<file path="src/rtl/mips_muldiv.sv">
// mips_muldiv: iterative MULT/DIV unit with HI/LO registers and MTHI/MTLO writes.
// Define MIPS_MULDIV_DIV_EN to build the restoring divider (DIV/DIVU); otherwise those ops are ignored.
module mips_muldiv (
   input  logic        clk,
   input  logic        reset,
   input  logic        start,
   input  logic [2:0]  op,
   input  logic [31:0] operand_a,
   input  logic [31:0] operand_b,
   output logic        busy,
   output logic        done,
   output logic        div_by_zero,
   output logic [31:0] hi,
   output logic [31:0] lo
);
   typedef enum logic [1:0] {IDLE, CALC, FIX} state_t;
   state_t      state_q, state_d;
   logic [5:0]  cnt_q, cnt_d;
   logic        neg_q, neg_d, done_q, done_d;
   logic [31:0] m_q, m_d, hi_q, hi_d, lo_q, lo_d;
   logic [63:0] acc_q, acc_d, prod, mul_step;
   logic [32:0] sum;
   logic [31:0] abs_a, abs_b;
   logic        a_neg, b_neg, go;
`ifdef MIPS_MULDIV_DIV_EN
   logic        is_div_q, is_div_d, sa_q, sa_d, dbz_q, dbz_d, ge;
   logic [32:0] shl;
   logic [31:0] rsub;
   localparam logic DIV_EN = 1'b1;
`else
   localparam logic DIV_EN = 1'b0;
`endif

   always_comb begin
      a_neg    = ~op[0] & operand_a[31];
      b_neg    = ~op[0] & operand_b[31];
      abs_a    = a_neg ? -operand_a : operand_a;
      abs_b    = b_neg ? -operand_b : operand_b;
      go       = start & ~op[2] & (DIV_EN | ~op[1]);
      // m_q holds the multiplicand or divisor; acc low half starts as multiplier or dividend
      sum      = {1'b0, acc_q[63:32]} + (acc_q[0] ? {1'b0, m_q} : 33'd0);
      mul_step = {sum, acc_q[31:1]};
      prod     = neg_q ? -acc_q : acc_q;
      state_d  = state_q;
      cnt_d    = cnt_q;
      neg_d    = neg_q;
      m_d      = m_q;
      acc_d    = acc_q;
      hi_d     = hi_q;
      lo_d     = lo_q;
      done_d   = 1'b0;
`ifdef MIPS_MULDIV_DIV_EN
      shl      = {acc_q[63:32], acc_q[31]};
      ge       = shl >= {1'b0, m_q};
      rsub     = shl[31:0] - m_q;
      is_div_d = is_div_q;
      sa_d     = sa_q;
      dbz_d    = dbz_q;
`endif
      case (state_q)
         IDLE: begin
            if (start & op[2] & ~op[1]) begin
               hi_d = op[0] ? hi_q : operand_a;
               lo_d = op[0] ? operand_a : lo_q;
            end else if (go) begin
               state_d = CALC;
               cnt_d   = 6'd32;
               m_d     = op[1] ? abs_b : abs_a;
               acc_d   = {32'd0, op[1] ? abs_a : abs_b};
               neg_d   = a_neg ^ b_neg;
`ifdef MIPS_MULDIV_DIV_EN
               is_div_d = op[1];
               sa_d     = a_neg;
               dbz_d    = 1'b0;
`endif
            end
         end
         CALC: begin
            cnt_d   = cnt_q - 6'd1;
            state_d = (cnt_q == 6'd1) ? FIX : CALC;
`ifdef MIPS_MULDIV_DIV_EN
            acc_d   = is_div_q ? {ge ? rsub : shl[31:0], acc_q[30:0], ge} : mul_step;
`else
            acc_d   = mul_step;
`endif
         end
         FIX: begin
            state_d = IDLE;
            done_d  = 1'b1;
`ifdef MIPS_MULDIV_DIV_EN
            // a zero divisor leaves |dividend| as remainder, so the sign fix restores operand_a
            dbz_d = is_div_q & ~|m_q;
            hi_d  = is_div_q ? (sa_q ? -acc_q[63:32] : acc_q[63:32]) : prod[63:32];
            lo_d  = is_div_q ? (~|m_q ? 32'hFFFF_FFFF : neg_q ? -acc_q[31:0] : acc_q[31:0])
                             : prod[31:0];
`else
            hi_d  = prod[63:32];
            lo_d  = prod[31:0];
`endif
         end
         default: state_d = IDLE;
      endcase
   end

   always_ff @(posedge clk or posedge reset) begin
      if (reset) begin
         state_q <= IDLE;
         cnt_q   <= '0;
         neg_q   <= 1'b0;
         m_q     <= '0;
         acc_q   <= '0;
         hi_q    <= '0;
         lo_q    <= '0;
         done_q  <= 1'b0;
      end else begin
         state_q <= state_d;
         cnt_q   <= cnt_d;
         neg_q   <= neg_d;
         m_q     <= m_d;
         acc_q   <= acc_d;
         hi_q    <= hi_d;
         lo_q    <= lo_d;
         done_q  <= done_d;
      end
   end

`ifdef MIPS_MULDIV_DIV_EN
   always_ff @(posedge clk or posedge reset) begin
      if (reset) begin
         is_div_q <= 1'b0;
         sa_q     <= 1'b0;
         dbz_q    <= 1'b0;
      end else begin
         is_div_q <= is_div_d;
         sa_q     <= sa_d;
         dbz_q    <= dbz_d;
      end
   end
   assign div_by_zero = dbz_q;
`else
   assign div_by_zero = 1'b0;
`endif

   assign busy = state_q != IDLE;
   assign done = done_q;
   assign hi   = hi_q;
   assign lo   = lo_q;
endmodule

</file>
<file path="config.mk">
export PLATFORM = sky130hd
export DESIGN_NAME = mips_muldiv
export DESIGN_NICKNAME = d
export VERILOG_FILES = /design/src/rtl/mips_muldiv.sv
export SDC_FILE = /design/constraint.sdc
export NUM_CORES = 1
export LEC_CHECK = 0
export BUFFER_PORTS_ARGS = -buffer_cell sky130_fd_sc_hd__buf_4
export CORE_MARGIN = 3
export CORE_UTILIZATION = 30
export DETAILED_ROUTE_END_ITERATION = 8
export PLACE_DENSITY = 0.56
export SYNTH_ARGS = -nofsm -noshare
export SYNTH_HDL_FRONTEND = slang
export SYNTH_SLANG_ARGS = --single-unit
</file>
<file path="constraint.sdc">
create_clock -name clk -period 5.87 [get_ports clk]
set_input_delay 1.174 -clock clk [delete_from_list [all_inputs] [get_ports clk]]
set_output_delay 1.174 -clock clk [all_outputs]
set_load 0.005 [all_outputs]
</file>
== After elaboration in Yosys (flattened, before gate mapping) ==
Index checks and enable logic that the tools add are counted.

* Register bits: 170
* Word-level logic and storage cells: 64
* Output and inout port bits: 67

* Bitwise gates (word level): 11
* Equal/unequal tests: 8
* Multiplexer cells: 23
* Reduce and logical (&&, ||, !) cells: 9
* Add/subtract/negate cells: 5

{| class="wikitable"
|+ Operators with widths
! cell !! number
|-
| $mux W32 || 9
|-
| $mux W64 || 3
|-
| $pmux W32 S2 || 2
|-
| $pmux W64 S2 || 1
|-
| $neg A32 Y32 || 2
|-
| $neg A64 Y64 || 1
|-
| $add A32 B32 Y33 || 1
|-
| $mux W6 || 2
|-
| $pmux W6 S2 || 1
|-
| $reduce_and A3 Y1 || 4
|-
| $ne A2 B2 Y1 const B || 5
|-
| $and A1 B1 Y1 || 6
|-
| $eq A6 B1 Y1 const B || 1
|-
| $mux W2 || 3
|-
| $reduce_bool A2 Y1 || 3
|-
| $sub A6 B1 Y6 const B || 1
|-
| $not A1 Y1 || 4
|-
| $pmux W2 S2 || 1
|-
| $eq A2 B1 Y1 const B || 1
|-
| $eq A2 B2 Y1 const B || 1
|-
| $logic_not A2 Y1 || 1
|-
| $reduce_and A2 Y1 || 1
|-
| $mux W1 || 1
|-
| $xor A1 B1 Y1 || 1
|}

== Depth between registers and ports, before layout ==
Gate-level depths: netlist (run 1).

* Depth after elaboration: 7
* Depth in mapped cells: 14
* Mapped depth without buffers: 12

== Worst setup path before layout (run 1) ==
No wires, ideal clock.

* Kind: in2reg
* Start point: in operand_b[9]
* End point: reg acc_q[27]
* Arrival: 3.350 ns
* Path slack: 2.397 ns
* Path buffers: 0
* Setup time: 0.123 ns
* Stages: 8
* Data required time: 5.747 ns
* Cell sequence: or3_1 or4_1 or4_1 nor4_2 a31oi_1 xor2_1 o21ai_0 nand2_1

* Longest elaborated chain between the ends: 6

{| class="wikitable"
|+ RTL lines
! what !! line !! text
|-
| from (decl) || 9 || <nowiki>input logic [31:0] operand_b,</nowiki>
|-
| $neg A32 Y32 || 38 || <nowiki>abs_b = b_neg ? -operand_b : operand_b;</nowiki>
|-
| $mux W32 || 38 ||
|-
| $mux W32 || 69 || <nowiki>acc_d = {32'd0, op[1] ? abs_a : abs_b};</nowiki>
|-
| $mux W64 || 65 || <nowiki>end else if (go) begin</nowiki>
|-
| $mux W64 || 62 || <nowiki>if (start & op[2] & ~op[1]) begin</nowiki>
|-
| $pmux W64 S2 || 60 || <nowiki>case (state_q)</nowiki>
|-
| to (signal assigned) || 111 || <nowiki>acc_q <= '0;</nowiki>
|-
| to (signal assigned) || 120 || <nowiki>acc_q <= acc_d;</nowiki>
|-
| to (decl) || 21 || <nowiki>logic [63:0] acc_q, acc_d, prod, mul_step;</nowiki>
|}

No other way between the ends. The select of a mux whose other input is x is not followed.
A chain may end at the register's enable or synchronous reset.

== Worst setup path after layout (run 1) ==
* Start point: reg acc_q[0]
* End point: reg acc_q[56]

* Longest elaborated chain between the ends: 3

{| class="wikitable"
|+ RTL lines
! what !! line !! text
|-
| $mux W32 || 41 || <nowiki>sum = {1'b0, acc_q[63:32]} + (acc_q[0] ? {1'b0, m_q} : 33'd0);</nowiki>
|-
| $add A32 B32 Y33 || 41 ||
|-
| $pmux W64 S2 || 60 ||
|}

No other way between the ends.

==> results list, run 1 <==
- STA classifies the critical path startpoint as a flip-flop.
* RSZ-0062 raised after global routing: no
* Sequential cell area fraction in the yosys report: ~36%
* TritonCTS clock tree: yes
* Remaining global-route overflow: 0
- Growth of design area from synthesis to finish: 17.09%
* Worst slew margin: between 20% and 30%
- Primary FF master, synth: sky130_fd_sc_hd__dfrtp_1
* First-pass GRT wire length: just under 60000 um
- Yosys mapped the design onto 71 distinct sky130hd cell types.
- Synthesis produced a netlist with a net count of between 1k and 1.5k.
* Reg2reg setup slack: 2.28 ns
* Comb power frac: roughly half
- The run finished with clean final reports.
- Maximum clock rate: between 200 and 300 MHz
- The startpoint identified for the worst hold timing path is m_q[5]$_DFFE_PP0P_.
* Total of flip-flops plus latches after synthesis: 170
* Number of hold-slack violations in the final timing report: 0
- Total routing usage reported by global routing: 18.17%
- Largest net degree at the start of global routing: 91
- The detailed router placed ~10k vias in this run.
- Clock root cell: sky130_fd_sc_hd__clkbuf_16
* Total internal power: approximately 4000 uW
- Total half-perimeter wirelength after legalization and detailed placement: between 20000 and 30000 um
* Reg-to-reg critical path startpoint: acc_q[0]$_DFFE_PP0P_
* Static leakage: around 0.0057 uW
* Die span in y: 203.5 um
* Via-per-instance ratio: approximately 5.3
- In this run the core area contains 71 standard-cell rows.
* Final cell utilization of the core: a little over a third
- Count of maximum capacitance violations: 0
* Clock Latency Late Sink: around 0.45 ns
- Routed wire per std cell: 19.21 um
* Cell type with the highest aggregate area in the netlist: sky130_fd_sc_hd__dfrtp_1
- Clock tree skew after final layout: between 0.009 and 0.01 ns
- Hold buffer count at cts: 0
- Post-CTS timing repair inserted 0 buffers for setup.
- In the final timing run, aggregate negative setup slack is 0 ns.
* Most repeated cell in the gate-level netlist after synthesis: sky130_fd_sc_hd__nand2_1
- Relative contribution of sequential cells to total power: approximately a third
* Number of iterations in the first detailed-routing pass: 6
- Switching power: 3180 uW
- Post-synth EDFFs: 0
- Slew at the pin closest to its max-slew limit: 1.117 ns
- Once detail routing completed, the nets flagged for antenna violations numbered 0.
* Placeable Area: 38020 um2
- Post-cts repair resize count: 0
* Worst-case hold path end point: m_q[5]$_DFFE_PP0P_
- Die Width: 203.5 um
* IR Drop Worst-Case VDD: approximately 0.00025 V
- Clock Power Share: about 17%
* Starting density of the core: 30.79%
- Avg Inst Size Synth: approximately 8.5 um2
* Hold-critical path depth: 2
- The via count of the first global-routing pass was 10.07k.
- Final cycle utilization of the critical path: about three fifths
- Start-to-end type of the worst setup path: flip-flop to flip-flop
* Cell area reported after detailed placement: 13090 um2
* Number of top-level pins: 137
- Dividing total power by cell area gives a power density of 523.3 nW/um2.
* Yosys synthesis warning count: 0
- Routability-driven placement finished with a final weighted congestion of 0.8651.
* Post-synth top area share: 36.34%
- Ranking of synthesized cells by area: sky130_fd_sc_hd__dfrtp_1, sky130_fd_sc_hd__o21ai_0, sky130_fd_sc_hd__xnor2_1
- The number of antenna violations at the first check in global routing came to 0.
- Port buffering added around 140 buffers.
- Endpoints failing setup: 0
- Total routed wirelength: 38130 um
* Minimum clock period after layout: ~3.6 ns
* CTS buffer count: 17
- CTS H-tree lvls: 4
- The post-route netlist has between 10% and 20% of its cells at a drive strength greater than 1.
- The min-delay analysis places its worst path in the category flip-flop to flip-flop.
- Register-to-Register Path Depth: 12
- In this run the critical register-to-register path is captured at acc_q[56]$_DFFE_PP0P_.
- Clock tree buffer depth: 2
- The layout has 3991 filler cells.
- Total Die Area: a little over 40000 um2
- Net switching is 44.35% of the power.
* Number of DRC violations after detailed-routing iteration 0: just under 800
- The clock net in this run drives a total of 170 sinks.
- Total DRC errors in the routed layout: 0
- Max Slew Vio Count: 0
- Nets@finish: ~1.6k
- Required time worst endpoint: between 6 and 7 ns
- In this run the worst path has a maximum fanout of 36.
- After clock tree synthesis, the clock-pin slew on the worst setup and hold paths is ~0.070 ns.
* Synth cell count leaders: sky130_fd_sc_hd__nand2_1, sky130_fd_sc_hd__dfrtp_1, sky130_fd_sc_hd__o21ai_0
- Mapped cell area: 11700 um2
- CP Capture Type: flip-flop
- Critical path data arrival time: between 3 and 4 ns
* Async set or reset register ratio after synthesis: 100.0%
- Post-route cell area: approximately 14000 um2
- Antenna Cells: 0
* Number of instances in the synthesized netlist: approximately 1.4k
[how the worst max path moves through the flow]
stage	slack [ns]	end	cells past startpoint	startpoint
3_3_place_gp	2.06	acc_q[27]$_DFFE_PP0P_	9	operand_b[9]
5_1_grt	2.07	acc_q[56]$_DFFE_PP0P_	12	acc_q[0]$_DFFE_PP0P_
4_1_cts	2.37	acc_q[56]$_DFFE_PP0P_	12	acc_q[0]$_DFFE_PP0P_
2_1_floorplan	0.09	acc_q[0]$_DFFE_PP0P_	1	reset
3_5_place_dp	2.03	acc_q[27]$_DFFE_PP0P_	9	operand_b[9]
6_report	2.28	acc_q[56]$_DFFE_PP0P_	12	acc_q[0]$_DFFE_PP0P_
[worst max-delay path: stages (launching register included)]
cell,delay (ns)
sky130_fd_sc_hd__dfrtp_1,0.36
sky130_fd_sc_hd__buf_4,0.24
sky130_fd_sc_hd__and2_1,0.19
sky130_fd_sc_hd__ha_1,0.34
sky130_fd_sc_hd__a21oi_1,0.34
sky130_fd_sc_hd__nand2_1,0.10
sky130_fd_sc_hd__a31oi_1,0.42
sky130_fd_sc_hd__o311ai_0,0.23
sky130_fd_sc_hd__buf_4,0.19
sky130_fd_sc_hd__a21oi_1,0.47
sky130_fd_sc_hd__o31ai_1,0.28
sky130_fd_sc_hd__xnor2_1,0.17
sky130_fd_sc_hd__o21ai_0,0.18
[sequential cells by signal (all words and copies together), names as in the netlist]
signal	flops
state_q	2
acc_q	64
hi	32
cnt_q	6
lo	32
done	1
neg_q	1
m_q	32
[power by group through the flow]
stage	registers [uW]	logic, uW	clock network, uW
after floorplan	2170	2490	0
after global routing	2470	3980	1270
final	2380	3580	1210
after detailed placement	2390	3570	0
after global placement	2380	3550	0
after CTS	2380	3590	1230
[per-stage QoR]
stage / power, uW / hold slack, ns / std cells / setup slack (ns)
after detailed placement: 5969 / 0.4645 / 1953 / 2.027
after global placement: 5932 / 0.4554 / 1953 / 2.058
final: 7172 / 0.4756 / 1985 / 2.277
after global routing: 7716 / 0.4910 / 1985 / 2.074
after floorplan: 4652 / 0.4382 / 1380 / 0.09256
after CTS: 7195 / 0.4790 / 1985 / 2.373
[cells in the final DEF, fill, tap and decap left out, drive strengths merged, types with 16 or more instances in the layout]
cell	count
a211oi	19
o41ai	16
o21ai	167
o31ai	34
nand3	17
nor4	19
inv	34
ha	37
clkbuf	17
a21oi	99
nor2b	21
nor2	67
dfrtp	170
nand2	183
xnor2	91
xor2	60
and2	33
a22oi	22
mux2i	42
nor3	26
buf	147
[per-layer routing]
metal	routed length [um]	GRT usage (%)	vias to the layer above
met5	0	0	-
met4	701	4.671	0
met3	1703	2.729	43
met2	18050	29.89	276
met1	17680	25.13	5117
li1	-	-	5062
[logic make-up after synthesis]
| logic type | count (synthesis) | synth area share (%) |
|---|---|---|
| flip-flops | 170 | 36.34 |
| adder cells (fa/ha/maj) | 38 | 4.126 |
| other | 1 | 0.03204 |
| AO/OA/AOI/OAI | 421 | 21.65 |
| AND/OR/NAND/NOR | 438 | 18.43 |
| multiplexers | 45 | 3.880 |
| XOR/XNOR | 151 | 11.30 |
| buffers and inverters | 116 | 4.244 |
[area by class of cell]
class | instances | area, um2 | area share (%)
Clock buffer | 17 | 425.4 | 3.104
Clock inverter | 15 | 190.2 | 1.388
Inverter | 31 | 122.6 | 0.8947
Multi-Input combinational cell | 1094 | 6969 | 50.85
Sequential cell | 170 | 4255 | 31.05
Tap cell | 511 | 639.4 | 4.665
Timing Repair Buffer | 147 | 1104 | 8.052
(Power assumes the default switching activity.)
==> inputs of run 2 (changes only) <==
--- a/config.mk
+++ b/config.mk
@@ -9,7 +9,7 @@
 export CORE_MARGIN = 3
 export CORE_UTILIZATION = 30
 export DETAILED_ROUTE_END_ITERATION = 8
-export PLACE_DENSITY = 0.56
+export PLACE_DENSITY = 0.55
 export SYNTH_ARGS = -nofsm -noshare
 export SYNTH_HDL_FRONTEND = slang
 export SYNTH_SLANG_ARGS = --single-unit
==> constraint.sdc (replaced) <==
create_clock -name clk -period 3.6 [get_ports clk]
set_input_delay 0.72 -clock clk [delete_from_list [all_inputs] [get_ports clk]]
set_output_delay 0.72 -clock clk [all_outputs]
set_load 0.005 [all_outputs]
==> run 2 against run 1 <==
  * Worst setup slack got worse by 2.0 ns
  * Sequential share of layout area decreased by 0.65 points
  * Fmax increased by 9.1%
  * Global-route usage increased by 0.18 points
  * First-iteration DRC count increased by 2.8%
  * Sequential power increased by 65%
  * Flip-flop and latch count unchanged
  * Design area increased by 2.1%
  * Non-clock buffer count increased by 29
  * Largest cell class unchanged
  * Highest routed layer unchanged
==> results list, run 2 (synthesized netlist as in run 1, its figures left out) <==
- The power density of the placed cells is 846.8 nW/um2 (+62%).
* Comb power frac: 49.7% (-0.2 points)
- The final number of hold-violating endpoints was 0 (unchanged).
- Die Width: 203.5 um (unchanged)
- Port Buffer Count: 135 (unchanged)
- The die area came to 41420 um2 (unchanged).
- The clock network latency to the later pin of the worst-skew pair came to 0.44 ns (about the same).
- Max Slew Vio Count: 0 (unchanged)
- The global-route congestion overflow total was 0 (unchanged).
- The number of standard-cell rows in the floorplan is 71 (unchanged).
- Worst-case setup margin in the final layout: 0.3063 ns (-1.971 ns)
- Starting density of the core: 30.79% (unchanged)
* Non-filler instance count after layout: 2014 (+1.5%)
- Clock root cell: sky130_fd_sc_hd__clkbuf_16
- Die span in y: 203.5 um (unchanged)
* Worst slew margin: 42.73% (+17 points)
- Share of total power consumed by net switching: 43.36% (-0.99 points)
- Slew at the pin closest to its max-slew limit: 0.8591 ns (-0.2583 ns)
* Number of DRC violations after detailed-routing iteration 0: 803 (+2.8%)
- On the critical path, the stage with the largest delay is an instance of sky130_fd_sc_hd__dfrtp_1.
* Commonest non-fill, non-tap cell in the layout: sky130_fd_sc_hd__nand2_1
- Clock tree skew after final layout: 0.01091 ns (+0.0009201 ns)
- Post-cts repair resize count: 0 (unchanged)
- Fill cell instance count of the final layout: 4047 (+1.4%)
- Maximum clock rate: 303.6 MHz (+9.1%)
* Register name with the most flops: acc_q
- Number of clock sinks: 170 (unchanged)
- Number of placed instances, taps included: 1982 (+1.5%)
- The core box area is 38020 um2 (unchanged).
* Startpoint types: flip-flop
- The antenna cell count is 0 (unchanged).
- The global placer's final weighted congestion is 0.9103 (+5.2%).
- The period utilization was 91.49% (+30 points).
* Via-per-instance ratio: 5.209 (-1.5%)
* Routed wire per std cell: 18.93 um (-1.5%)
- Worst-path clk slew: 0.07 ns (about the same)
- Reg2reg setup slack: 0.31 ns (-1.97 ns)
- Endpoints failing setup: 0 (unchanged)
* Start-to-end type of the worst setup path: flip-flop to flip-flop
- The via count of the first global-routing pass was 10.29k (+2.2%).
* Growth of design area from synthesis to finish: 19.58%
- Setup repair after global routing left no endpoint under its margin.
- Highest-count cells in the layout ignoring fill and taps: sky130_fd_sc_hd__nand2_1, sky130_fd_sc_hd__buf_4, sky130_fd_sc_hd__dfrtp_1
- The I/O pin total is 137 (unchanged).
- Required time worst endpoint: 3.95 ns (-2.28 ns)
- The number of nets in the layout is 1598 (+1.8%).
- The delay contributed by the slowest stage of the critical path came to 0.48 ns (about the same).
* Total routing usage reported by global routing: 18.35% (+0.18 points)
- Relative contribution of sequential cells to total power: 33.2% (about the same)
- Sequence of cells on the critical path: buf_4 -> and2_1 -> ha_1 -> o21ai_0 -> a21oi_1 -> or3b_2 -> o211ai_1 -> o22a_1 -> a31oi_1 -> xor2_1 -> o21ai_0
* CP Capture Type: flip-flop
* Max reg flops: 64 (unchanged)
- Number of iterations in the first detailed-routing pass: 5 (-1)
- The cell leakage power is 0.005852 uW (+3.3%).
- Critical path data arrival time: 3.65 ns (-0.30 ns)
- The total number of vias was 10.49k (-0.076%).
* Outcome: finished clean
- Total DRC errors in the routed layout: 0 (unchanged)
* Pre-CTS worst setup slack: 0.3082 ns (-1.719 ns)
- Count of maximum capacitance violations: 0 (unchanged)
- Cell repeated most along the worst path: sky130_fd_sc_hd__o21ai_0
- CTS H-tree lvls: 4 (unchanged)
* Largest net degree at the start of global routing: 101 (+11%)
- The maximum number of buffers from clock root to sink is 2 (unchanged).
* Hold buffer count at cts: 0 (unchanged)
- The wire length of the first global-routing pass was 59670 um (+0.92%).
- Number of nets with antenna violations after routing: 0 (unchanged)
- Minimum clock period after layout: 3.294 ns (-0.2994 ns)
* TritonCTS clock tree: yes
- The internal portion of total power is 6714 uW (+68%).
- The number of cell instances on the worst register-to-register path is 11 (-1).
- The power dissipated by switching net loads came to 5139 uW (+62%).
- IR Drop Worst-Case VDD: 0.0004417 V (+74%)
- The aggregate negative setup slack came to 0 ns (unchanged).
* Clock Power Share: 17.2% (+0.3 points)
- CTS buffer count: 17 (unchanged)
* Total half-perimeter wirelength after legalization and detailed placement: 28970 um (+1.2%)
* Critical path fanouts, max: 13 (-64%)
* Number of post-CTS setup repair buffers: 0 (unchanged)
- Initial antenna violation count: 1 (+1)
- The min-delay analysis places its worst path in the category input port to async pin.
- The post-detailed-routing wire length is 38120 um (about the same).
* Share of layout cells above drive strength 1: 16.17% (+1.6 points)
==> run 2: power groups by stage <==
stage / combinational, uW / clock, uW / sequential (uW)
after floorplan: 4050 / 0 / 3530
after global placement: 5820 / 0 / 3930
after detailed placement: 5880 / 0 / 3950
after CTS: 5910 / 2090 / 3920
after global routing: 6580 / 2170 / 4070
final: 5890 / 2030 / 3930
==> run 2: area by class of cell <==
cell class / instances / area (um2) / area share (%)
well taps: 511 / 639.4 / 4.568
multi-input cells: 1094 / 6967 / 49.77
repair buffers: 176 / 1371 / 9.797
inverters: 31 / 121.4 / 0.8671
flip-flops and latches: 170 / 4255 / 30.40
clock buffers: 19 / 452.9 / 3.236
clock inverters: 13 / 190.2 / 1.359
==> run 2: per-layer routing <==
layer / global-route usage, % / vias to the layer above / wire length [um]
li1: - / 5147 / -
met3: 2.410 / 34 / 1623
met4: 4.474 / 0 / 595
met2: 30.51 / 275 / 18050
met1: 25.42 / 5034 / 17860
met5: 0 / - / 0
==> run 2: worst max-delay path, delay by kind of cell (launching register included) <==
kind | cells | cell delay (ns)
xor gates and xnor gates | 1 | 0.15
adders and majority gates | 1 | 0.41
buffers and inverters | 1 | 0.23
AOI/OAI and AO/OA | 6 | 1.31
and+or+nand+nor | 2 | 0.62
DFF | 1 | 0.48
==> run 2: path summary, 6_finish.rpt <==
check                                           from                     to
min in group clk                  m_q[2]$_DFFE_PP0P_     m_q[2]$_DFFE_PP0P_
max in group asynchronous                      reset      neg_q$_DFFE_PP0P_
worst min register to register    m_q[2]$_DFFE_PP0P_     m_q[2]$_DFFE_PP0P_
worst max register to register  acc_q[0]$_DFFE_PP0P_  acc_q[59]$_DFFE_PP0P_
worst min-delay path                           reset      lo[3]$_DFFE_PP0P_
worst max-delay path            acc_q[0]$_DFFE_PP0P_  acc_q[59]$_DFFE_PP0P_
==> run 2: stage by stage <==
stage	hold WS (ns)	power, uW	area (um2)	utilization, %
after floorplan	0.4382	7585	11710	-
after global placement	0.4536	9749	13350	35.12
after detailed placement	0.4673	9831	13350	35.12
after CTS	0.3230	11920	14000	36.81
after global routing	0.3379	12820	14000	36.81
final	0.3187	11850	14000	36.81
